### src/rtl/serial_chunk_adder.sv
// Multi-cycle adder/subtractor: adds CHUNK bits per cycle, LSB chunk first,
// with the carry held in a register between chunks and valid/ready on both sides.
module serial_chunk_adder #(
  parameter int WIDTH = 16,
  parameter int CHUNK = 4
) (
  input  logic             clk,
  input  logic             rst_n,
  input  logic             in_valid,
  output logic             in_ready,
  input  logic [WIDTH-1:0] a,
  input  logic [WIDTH-1:0] b,
  input  logic             cin,
  input  logic             sub,
  output logic             out_valid,
  input  logic             out_ready,
  output logic [WIDTH-1:0] sum,
  output logic             cout,
  output logic             ovf
);

  localparam int NCHUNK = WIDTH / CHUNK;
  localparam int IDXW   = (NCHUNK > 1) ? $clog2(NCHUNK) : 1;
  localparam logic [IDXW-1:0] LAST = IDXW'(NCHUNK - 1);

  typedef enum logic [1:0] {IDLE, RUN, DONE} state_t;

  state_t           state;
  logic [IDXW-1:0]  idx;
  logic             carry;
  logic [WIDTH-1:0] areg;
  logic [WIDTH-1:0] breg;
  logic [WIDTH-1:0] res;

  logic [31:0]      shamt;
  logic [CHUNK-1:0] a_chunk;
  logic [CHUNK-1:0] b_chunk;
  logic [CHUNK:0]   chunk_sum;
  logic [WIDTH-1:0] res_next;
  logic             msb_cin;

  // Current chunk add; msb_cin recovers the carry into the top bit of the chunk,
  // which on the last chunk is the carry into bit WIDTH-1.
  always_comb begin
    shamt     = 32'(idx) * 32'(CHUNK);
    a_chunk   = CHUNK'(areg >> shamt);
    b_chunk   = CHUNK'(breg >> shamt);
    chunk_sum = {1'b0, a_chunk} + {1'b0, b_chunk} + (CHUNK+1)'(carry);
    res_next  = res | (WIDTH'(chunk_sum[CHUNK-1:0]) << shamt);
    msb_cin   = a_chunk[CHUNK-1] ^ b_chunk[CHUNK-1] ^ chunk_sum[CHUNK-1];
  end

  assign in_ready  = (state == IDLE);
  assign out_valid = (state == DONE);

  always_ff @(posedge clk or negedge rst_n) begin
    if (!rst_n) begin
      state <= IDLE;
      idx   <= '0;
      carry <= 1'b0;
      areg  <= '0;
      breg  <= '0;
      res   <= '0;
      sum   <= '0;
      cout  <= 1'b0;
      ovf   <= 1'b0;
    end else begin
      case (state)
        IDLE: begin
          if (in_valid) begin
            areg  <= a;
            breg  <= sub ? ~b : b;
            carry <= sub ? 1'b1 : cin;
            idx   <= '0;
            res   <= '0;
            state <= RUN;
          end
        end
        RUN: begin
          res   <= res_next;
          carry <= chunk_sum[CHUNK];
          idx   <= idx + 1'b1;
          if (idx == LAST) begin
            sum   <= res_next;
            cout  <= chunk_sum[CHUNK];
            ovf   <= msb_cin ^ chunk_sum[CHUNK];
            state <= DONE;
          end
        end
        DONE: begin
          if (out_ready) state <= IDLE;
        end
        default: state <= IDLE;
      endcase
    end
  end

endmodule
### config.mk
export PLATFORM = sky130hd
export DESIGN_NAME = serial_chunk_adder
export DESIGN_NICKNAME = d
export VERILOG_FILES = /design/src/rtl/serial_chunk_adder.sv
export SDC_FILE = /design/constraint.sdc
export NUM_CORES = 1
export LEC_CHECK = 0
export BUFFER_PORTS_ARGS = -buffer_cell sky130_fd_sc_hd__buf_2
export CORE_ASPECT_RATIO = 2
export CORE_MARGIN = 2
export CORE_UTILIZATION = 50
export CTS_BUF_LIST = sky130_fd_sc_hd__clkbuf_4 sky130_fd_sc_hd__clkbuf_8
export DETAILED_ROUTE_END_ITERATION = 10
export PLACE_DENSITY = 0.7
export SLEW_MARGIN = 10
export SYNTH_ARGS = -nofsm -noshare
export SYNTH_HDL_FRONTEND = slang
export SYNTH_SLANG_ARGS = --single-unit
export TNS_END_PERCENT = 100
### constraint.sdc
create_clock -name clk -period 2.85 [get_ports clk]
set_input_delay 0.1425 -clock clk [delete_from_list [all_inputs] [get_ports clk]]
set_output_delay 0.1425 -clock clk [all_outputs]
set_load 0.02 [all_outputs]
Yosys cells after proc, flatten, opt, wreduce, memory -nomap -nowiden
Index checks and enable logic that the tools add are counted.
{ "totals": {"ff_bits": 71, "mem_bits_rw": 0, "output_inout_bits": 20, "romBits": 0, "mem_count": 0, "latch_bits": 0} }
{ "op_classes": {"add_sub_neg": 3, "shifts": 3, "reduce_logical": 6, "muxes": 12, "order_cmp": 0, "bitwise": 5, "mul": 0, "eq_ne": 6, "n_div": 0} }
{ "op_table": {"columns": ["operator", "n"], "rows": [
  ["two-way mux 16 bit", 2],
  ["one-hot mux 16 bit (2 select lines)", 1],
  [">> shifter 16 x 4 -> 4 bit", 2],
  ["NOT 16 bit", 1],
  ["bitwise OR 16 bit", 1],
  ["<< shifter 4 x 4 -> 16 bit", 1],
  ["two-way mux 2 bit", 4],
  ["one-hot mux 2 bit (3 select lines)", 1],
  ["AND reduction 2 bit", 3],
  ["adder 4 x 4 -> 5 bit", 1],
  ["adder 5 x 1 -> 5 bit", 1],
  ["== test 2 bit, second input constant", 2],
  ["inequality test 2 bit, second input constant", 2],
  ["one-hot mux 2 bit (2 select lines)", 1],
  ["AND reduction 3 bit", 1],
  ["bitwise XOR 1 bit", 3],
  ["adder 2 x 1 -> 2 bit, second input constant", 1],
  ["== test 2 x 1 -> 1 bit, second input constant", 1],
  ["logical NOT 2 bit", 1],
  ["two-way mux 1 bit", 2],
  ["inequality test 2 x 1 -> 1 bit, second input constant", 1],
  ["one-hot mux 1 bit (2 select lines)", 1],
  ["nonzero test 2 bit", 1]
]} }

Longest topological paths before layout
Gate-level depths: netlist of the first run.
{ "logic_depth": {"word_depth": 6, "depth_mapped": 9, "ltp_nobuf": 7} }

Least setup slack after synthesis of the first run
Ideal clock, no wire load.
{ "synth_timing": {"path_type": "register -> register", "from": "register idx[0]", "to": "register ovf", "setup_time_ns": 0.126, "period_less_slack_ns": 2.633, "arrival_ns": 2.507, "stages_incl_launch_ff": 9, "slack_ns": 0.217, "path_cell_list": "dfrtp_1 > buf_4 > mux4_2 > fa_1 > fa_1 > a21o_1 > a21oi_2 > xnor2_1 > o21ai_0"} }
{ "synth_via": {"elab_chain_len": 5} }
{ "synth_lines": {"columns": ["item", "line", "source"], "rows": [
  ["start: declaration", "29", "logic [IDXW-1:0] idx;"],
  ["start signal: assignment", "82", "idx <= idx + 1'b1;"],
  [">> shifter 16 x 4 -> 4 bit (on tied branches)", "46, 47", null],
  ["adder 4 x 4 -> 5 bit", "48", "chunk_sum = {1'b0, a_chunk} + {1'b0, b_chunk} + (CHUNK+1)'(carry);"],
  ["adder 5 x 1 -> 5 bit", "48", null],
  ["bitwise XOR 1 bit", "50", "msb_cin = a_chunk[CHUNK-1] ^ b_chunk[CHUNK-1] ^ chunk_sum[CHUNK-1];"],
  ["bitwise XOR 1 bit", "86", "ovf <= msb_cin ^ chunk_sum[CHUNK];"],
  ["end signal: assignment", "86", null],
  ["end: declaration", "19", "output logic ovf"]
]} }
Parallel ways exist; a longest one is shown, timed or not.
A chain may end at the register's enable or synchronous reset.

Worst setup path in the final report of the first run
Ends and elaborated chain as after synthesis.

==> impl_metrics.tcl, run 1 <==
set metrics [dict create \
    firstDrtPassIters 4 \
    cts_buffer_depth 2 \
    dr_wl_met2_um 3460 \
    grt_pass1_vias 2416 \
    max_freq_mhz 381 \
    routed_via_density 5.17 \
    reg2reg_from "idx[0]" \
    critical_path_class "register to register" \
    r2r-end "ovf" \
    endpoint_kind "register" \
    ff2ff_path_depth 7 \
    drt-met1-wl_um 2610 \
    wirelength_um 6520 \
    synth_area_leader_cell "dfrtp_1" \
    clock_sinks 71 \
    dp_hpwl_um 4570 \
    clk_pin_slew_worst_paths_ps 70 \
    min_from "a[3]" \
    setup_viol 0 \
    async_flop_share_pct 100 \
    crit_path_start_kind "register" \
    grt_max_degree 67 \
    yosys_warnings 0 \
    r2r_slack_ps 230 \
    synthCells 304 \
    insertion_delay_ps 340 \
    grt_overflow 0 \
    ctsRootBufferMaster "clkbuf_8" \
    worst_slew_pin_slew_ps 1080 \
    layout_min_cycle_time_ps 2620 \
    cp.arrival_ps 2840 \
    critical_path.max_fanout 4 \
    peakVddDrop_mv 0.620 \
    fp-row-count 42 \
    tritoncts "built" \
    vias 2405 \
    finClkSkew_ps 5.12 \
    setup_tns_ps 0 \
    ys_top_cells_by_area "dfrtp_1, nand2_1, mux4_2" \
    rsz0062_at_grt "false" \
    antenna_found_initial 0 \
    fp.dieH_um 119 \
    die_w_um 61.5 \
    gp_congestion 0.881 \
    fin_crit_sh_pct 92.0 \
    io_pins 58 \
    cts_inserted_buffers 9 \
    placedCellCount 432 \
    yosysUniqueCellTypes 36 \
    n_antenna_cell 0 \
    drc 0 \
    netlist_area_mm2 0.00330 \
    cts.htree.levels 3 \
    wl_per_cell_um 14.0 \
    initial_utilization_pct 50.7 \
    drtIter0Drc 105 \
    drive_gt1_share_pct 24.7 \
    cts_setup_buffers 0 \
    finalMaxSlewViolations 0 \
    fin_util_pct 61.4 \
    total_leakage_power_nw 1.96 \
    seq_area_frac_synth_pct 53.8 \
    synth_ff_type "dfrtp_1" \
    syn-mean-instance-area_um2 10.9 \
    top_layer_used "met4" \
    hold_viol 0 \
    hold-path-endpoint "areg[3]" \
    status "complete, no violations" \
    cp.required_ps 3060 \
    worstHoldPathType "input pin to register" \
    numPortBuffers 57 \
    nets 416 \
    final.fill_count 589 \
    area_growth_syn_to_layout_pct 21.1 \
    final_cells 465 \
    ys_seq_elements 71 \
    route.met3.wl_um 234 \
    grt_pass1_wl_um 11100 \
    detail-route-antenna-nets 0 \
    max_cap_viol_count 0 \
    synth_edf_count 0 \
    core_mm2 0.00652 \
    hold_depth 3 \
    syn_nets 348 \
    grt_usage_pct 20.3 \
    timing.slew.headroom_pct 27.4 \
    p_per_area_mw_per_mm2 1340 \
    dieArea_mm2 0.00731 \
    synth_top_area_share_pct 53.8 \
]
report_power, final:
part | internal, mW | switching [mW]
Combinational | 1.06 | 1.57
Sequential | 1.47 | 0.263
Clock | 0.602 | 0.368
layout by cell type, fill, tap and decap left out:
master          n
a21o_1          2
a21oi_1         9
a21oi_2         1
a21oi_4         1
a22o_1         16
a31oi_1         3
and2_1          1
and2b_2         1
buf_2          57
buf_4           4
bufinv_16       3
clkbuf_8       10
clkinv_2        2
clkinvlp_4      1
dfrtp_1        71
dlygate4sd3_1  17
fa_1            2
ha_1            4
inv_1           2
mux2i_1         5
mux4_2          8
nand2_1        81
nand2_2         1
nand2_4         1
nand2b_1        4
nand3_1         2
nor2_1          5
nor2_2          1
nor2b_1         2
nor3_2          1
o211ai_1        1
o21ai_0        30
o21ai_1         4
o31ai_1         3
o41ai_1         1
xnor2_1        18
xor2_1          1
xor2_2          1
flip-flops by register name, indices dropped and copies added (netlist names):
name   cells
res       16
cout       1
sum       16
state      2
breg      16
ovf        1
idx        2
carry      1
areg      16
cells in the mapped netlist (3+ instances only):
cell type,count
nand2b_1,4
nand2_1,81
xnor2_1,18
o21ai_1,4
buf_6,5
nor2_1,5
buf_2,8
a31oi_1,3
mux2i_1,5
a21oi_1,9
mux4_2,8
o21ai_0,30
dfrtp_1,71
ha_1,4
o31ai_1,3
buf_4,5
a22o_1,16
cells by family after synthesis:
logic type / after synthesis / share of synthesized area [%]
simple gates: 100 / 12.7
mux: 13 / 6.97
flops: 71 / 53.8
buf+inv: 23 / 4.62
fa+ha+maj: 6 / 2.73
xor+xnor: 20 / 5.53
compound gates: 71 / 13.7
per-stage QoR:
stage	hold slack [ps]	cell area, um^2	total power [mW]	setup WS [ps]
global route	26.1	4000	5.77	0.467
detailed placement	226	3580	4.37	216
global placement	212	3580	4.29	293
floorplan	-153	3300	3.75	217
CTS	18.5	4000	5.39	203
finish	20.9	4000	5.34	228
final cells by class:
| type | instances | area, um^2 | share of cell area (%) |
|---|---|---|---|
| clock buffer | 10 | 138 | 3.44 |
| multi-input combinational | 210 | 1380 | 34.4 |
| clock inverter | 6 | 108 | 2.69 |
| sequential | 71 | 1780 | 44.4 |
| inverter | 2 | 7.51 | 0.188 |
| timing repair buffer | 78 | 485 | 12.1 |
| tap | 88 | 110 | 2.75 |
worst max path at each step:
stage,endpoint,cells past startpoint,start,slack (ps)
floorplan,ovf,8,idx[0],220
CTS,ovf,7,idx[0],200
global placement,ovf,7,idx[0],290
finish,ovf,7,idx[0],230
detailed placement,ovf,7,idx[0],220
global route,sum[3],7,idx[0],0.5
repair_timing:
item | 4_1_cts | 5_1_grt
hold buffers | 17 | 0
gates resized for setup | 0 | 0
hold endpoints to repair | 46 | 0
worst max-delay path, cell delays in order (launching register included):
cell and delay [ps]:
dfrtp_1 440, mux4_2 540, fa_1 450, fa_1 440, a21o_1 210, a21oi_2 190
xnor2_1 130, o21ai_0 90
layer usage:
layer,global-route usage [%],vias up
met2,32.2,63
met4,9.57,0
met1,25.5,1157
met5,0,-
li1,-,1167
met3,4.23,18
No activity file was read; power rests on OpenSTA's default activity.
==> run 2: changes to the inputs <==
Settings changed: CAP_MARGIN set to 20, PLACE_DENSITY 0.7 to unset, PLACE_DENSITY_LB_ADDON set to 0.1.
==> impl_metrics.tcl, run 2 (synthesis results as in run 1) <==
set metrics [dict create \
    layout_min_cycle_time_ps 2650 \
    max_cap_viol_count 0 \
    fp.dieH_um 119 \
    cts_buffer_depth 2 \
    setup_tns_ps 0 \
    crit_path_start_kind "register" \
    die_w_um 61.5 \
    placedCellCount 434 \
    cp.required_ps 3060 \
    grt_max_degree 42 \
    cp.arrival_ps 2870 \
    area_growth_syn_to_layout_pct 19.0 \
    fp-row-count 42 \
    critical_path_class "register to register" \
    dieArea_mm2 0.00731 \
    initial_utilization_pct 50.7 \
    critical_path.max_fanout 4 \
    vias 2368 \
    p_per_area_mw_per_mm2 1300 \
    status "complete, no violations" \
    grt_pass1_vias 2444 \
    numPortBuffers 57 \
    io_pins 58 \
    core_mm2 0.00652 \
    hold_viol 0 \
    grt_pass1_wl_um 11600 \
    clock_sinks 71 \
    hold_slack_ps 19.7 \
    endpoint_kind "register" \
    detail-route-antenna-nets 0 \
    dp_slack_ps 195 \
    setup_slack_ps 196 \
    drive_gt1_share_pct 24.9 \
    rsz0062_at_grt "false" \
    setup_viol 0 \
    finalMaxSlewViolations 0 \
    total_leakage_power_nw 1.94 \
    worst_slew_pin_slew_ps 888 \
    fin_util_pct 60.3 \
    grt_overflow 0 \
    finClkSkew_ps 7.21 \
    worstHoldPathType "input pin to register" \
    peakVddDrop_mv 0.797 \
    final_cells 465 \
    insertion_delay_ps 350 \
    grt_usage_pct 21.7 \
    gp_congestion 0.882 \
    drtIter0Drc 124 \
    antenna_found_initial 0 \
    dp_hpwl_um 4870 \
    final_common_cell "nand2_1" \
    clk_pin_slew_worst_paths_ps 70 \
    ctsRootBufferMaster "clkbuf_8" \
    max_freq_mhz 377 \
    firstDrtPassIters 4 \
    cts.htree.levels 3 \
    n_antenna_cell 0 \
    final_cell_mix "nand2_1, dfrtp_1, buf_2" \
    timing.slew.headroom_pct 40.8 \
    tritoncts "built" \
    fin_crit_sh_pct 93.1 \
    wl_per_cell_um 14.7 \
    drc 0 \
    wirelength_um 6820 \
    nets 417 \
    cts_inserted_buffers 9 \
    routed_via_density 5.09 \
]
run 2: critical path: stages (launching register included):
cell     delay (ps)
dfrtp_1         440
mux4_2          540
fa_1            450
fa_1            440
a21o_1          220
a21oi_2         220
xnor2_1         130
o21ai_0          90
run 2: path summary, 6_finish.rpt:
check | cells after the start | end | slack [ps] | from
max | 7 | ovf | 200 | idx[0]
min | 3 | areg[4] | 20 | a[4]
max reg2reg | 7 | ovf | 200 | idx[0]
min reg2reg | 2 | breg[10] | 470 | breg[10]
max in group asynchronous | 3 | areg[7] | 1570 | rst_n
min in group asynchronous | 2 | state[1] | 460 | rst_n
run 2: stage by stage:
| stage | total power, mW | cell area [um^2] |
|---|---|---|
| after global routing | 5.54 | 3930 |
| final | 5.10 | 3930 |
| after detailed placement | 4.41 | 3600 |
| after global placement | 4.36 | 3600 |
| after CTS | 5.17 | 3930 |
| after floorplan | 3.75 | 3300 |
run 2: layout make-up:
class / count / area [um^2]
Multi-Input combinational cell: 210 / 1380
Tap cell: 88 / 110
Fill cell: 638 / 2580
Timing Repair Buffer: 79 / 490
Clock inverter: 1 / 5.00
Sequential cell: 71 / 1780
Clock buffer: 14 / 168
Inverter: 2 / 7.51
run 2: power by group:
group          total (mW)  internal, mW  switching [mW]
registers            1.74          1.48           0.269
clock network       0.718         0.373           0.345
logic                2.64          1.06            1.57
total                5.10          2.91            2.19
run 2: timing repair:
action                    in CTS  in global routing
hold endpoints to repair      54                  0
hold buffers                  16                  0
gates resized for setup        0                  0
buffers inserted               0                  0
run 2: layer usage:
layer  wire [um]  global-route usage, %  vias to the layer above  part of all wire, %
li1            -                      -                     1170                    -
met1        2700                   25.1                     1136                   40
met2        3720                   36.1                       51                   55
met3         228                   5.75                       11                  3.3
met4         170                   9.57                        0                  2.5
met5           0                      0                        -                    0
==> run 3: changes to the inputs <==
Settings changed: CTS_CLUSTER_DIAMETER set to 60, REMOVE_ABC_BUFFERS set to 1.
==> impl_metrics.tcl, run 3 (synthesis results as in run 1) <==
set metrics [dict create \
    status "complete, no violations" \
    grt_usage_pct 20.9 \
    wl_per_cell_um 14.7 \
    total_leakage_power_nw 1.96 \
    firstDrtPassIters 6 \
    critical_path_class "register to register" \
    numPortBuffers 57 \
    crit_path_start_kind "register" \
    startpoint "idx[0]" \
    clk_pin_slew_worst_paths_ps 70 \
    critical_path.endpoint "ovf" \
    setup_viol 0 \
    fin_crit_sh_pct 92.6 \
    cts_buffer_depth 2 \
    ctsRootBufferMaster "clkbuf_8" \
    layout_min_cycle_time_ps 2640 \
    max_cap_viol_count 0 \
    r2r_slack_ps 210 \
    rsz0062_at_grt "false" \
    detail-route-antenna-nets 0 \
    routed_via_density 5.16 \
    cts_inserted_buffers 9 \
    cp.required_ps 3060 \
    nets 416 \
    area_growth_syn_to_layout_pct 20.0 \
    p_per_area_mw_per_mm2 1310 \
    max_freq_mhz 379 \
    final_cells 465 \
    final_common_cell "nand2_1" \
    dieArea_mm2 0.00731 \
    hold_slack_ps 10.4 \
    finalMaxSlewViolations 0 \
    dp_hpwl_um 4640 \
    tritoncts "built" \
    hold_viol 0 \
    top_layer_used "met4" \
    setup_slack_ps 212 \
    hold_depth 3 \
    grt_max_degree 67 \
    die_w_um 61.5 \
    route.met3.wl_um 249 \
    cp.arrival_ps 2850 \
    insertion_delay_ps 340 \
    gp_congestion 0.826 \
    dr_wl_met2_um 3390 \
    io_pins 58 \
    grt_pass1_vias 2375 \
    initial_utilization_pct 50.7 \
    finClkSkew_ps 4.88 \
    critical_path.max_fanout 4 \
    n_antenna_cell 0 \
    antenna_found_initial 0 \
    fin_util_pct 60.8 \
    cts_setup_buffers 0 \
    final.fill_count 604 \
    r2r-end "ovf" \
    final_cell_mix "nand2_1, dfrtp_1, buf_2" \
    dp_slack_ps 215 \
    core_mm2 0.00652 \
    grt_overflow 0 \
    grt_pass1_wl_um 11400 \
    endpoint_kind "register" \
    placedCellCount 433 \
    drt-met1-wl_um 3040 \
    cts.htree.levels 3 \
    wirelength_um 6830 \
    fp-row-count 42 \
    fp.dieH_um 119 \
    vias 2401 \
    peakVddDrop_mv 0.700 \
    reg2reg_from "idx[0]" \
    drtIter0Drc 110 \
    clock_sinks 71 \
    drive_gt1_share_pct 25.2 \
    ff2ff_path_depth 7 \
    worstHoldPathType "input pin to register" \
    timing.slew.headroom_pct 35.7 \
    worst_slew_pin_slew_ps 965 \
    drc 0 \
]
-- run 3: what timing repair did --
action	CTS	global route
resized for setup	0	0
endpoints found under the hold margin	55	0
hold buffers	15	0
-- run 3: worst min path at each step --
stage                     start  endpoint  slack [ps]
after global placement    rst_n   areg[9]         330
after detailed placement  rst_n   areg[9]         340
final                     a[12]  areg[12]          10
after floorplan           rst_n   areg[0]        -150
after CTS                  a[4]   areg[4]           1
after global routing       a[4]   areg[4]          10
-- run 3: per-stage QoR --
step           power (mW)  setup TNS, ps  area, um^2
2_1_floorplan        3.63          -83.5        3160
3_3_place_gp         4.35              0        3590
3_5_place_dp         4.44              0        3590
4_1_cts              5.24              0        3940
5_1_grt              5.65              0        3960
6_report             5.21              0        3960
-- run 3: critical path, stage by stage (launching register included) --
cell and delay (ps):
dfrtp_1 430, mux4_2 540, fa_1 460, fa_1 440, a21o_1 210, a21oi_2 200
xnor2_1 140, o21ai_0 80
-- run 3: cell type report --
class	instances	area, um^2	share of cell area (%)
Inverter	2	7.51	0.189
Sequential cell	71	1780	44.8
Clock buffer	13	179	4.51
Multi-Input combinational cell	210	1380	34.7
Clock inverter	3	15.0	0.379
Timing Repair Buffer	78	500	12.6
Tap cell	88	110	2.78
-- run 3: routing by layer --
metal	global-route usage, %	vias to the layer above
met5	0	-
met4	8.51	0
met3	4.56	12
met2	31.2	57
met1	29.1	1165
li1	-	1167
-- run 3: power by group --
| group | leakage [nW] | total, mW | switching (mW) | internal, mW |
|---|---|---|---|---|
| sequential | 0.895 | 1.75 | 0.271 | 1.48 |
| clock | 0.105 | 0.762 | 0.355 | 0.407 |
| combinational | 0.956 | 2.70 | 1.62 | 1.08 |
| total | 1.96 | 5.21 | 2.25 | 2.97 |
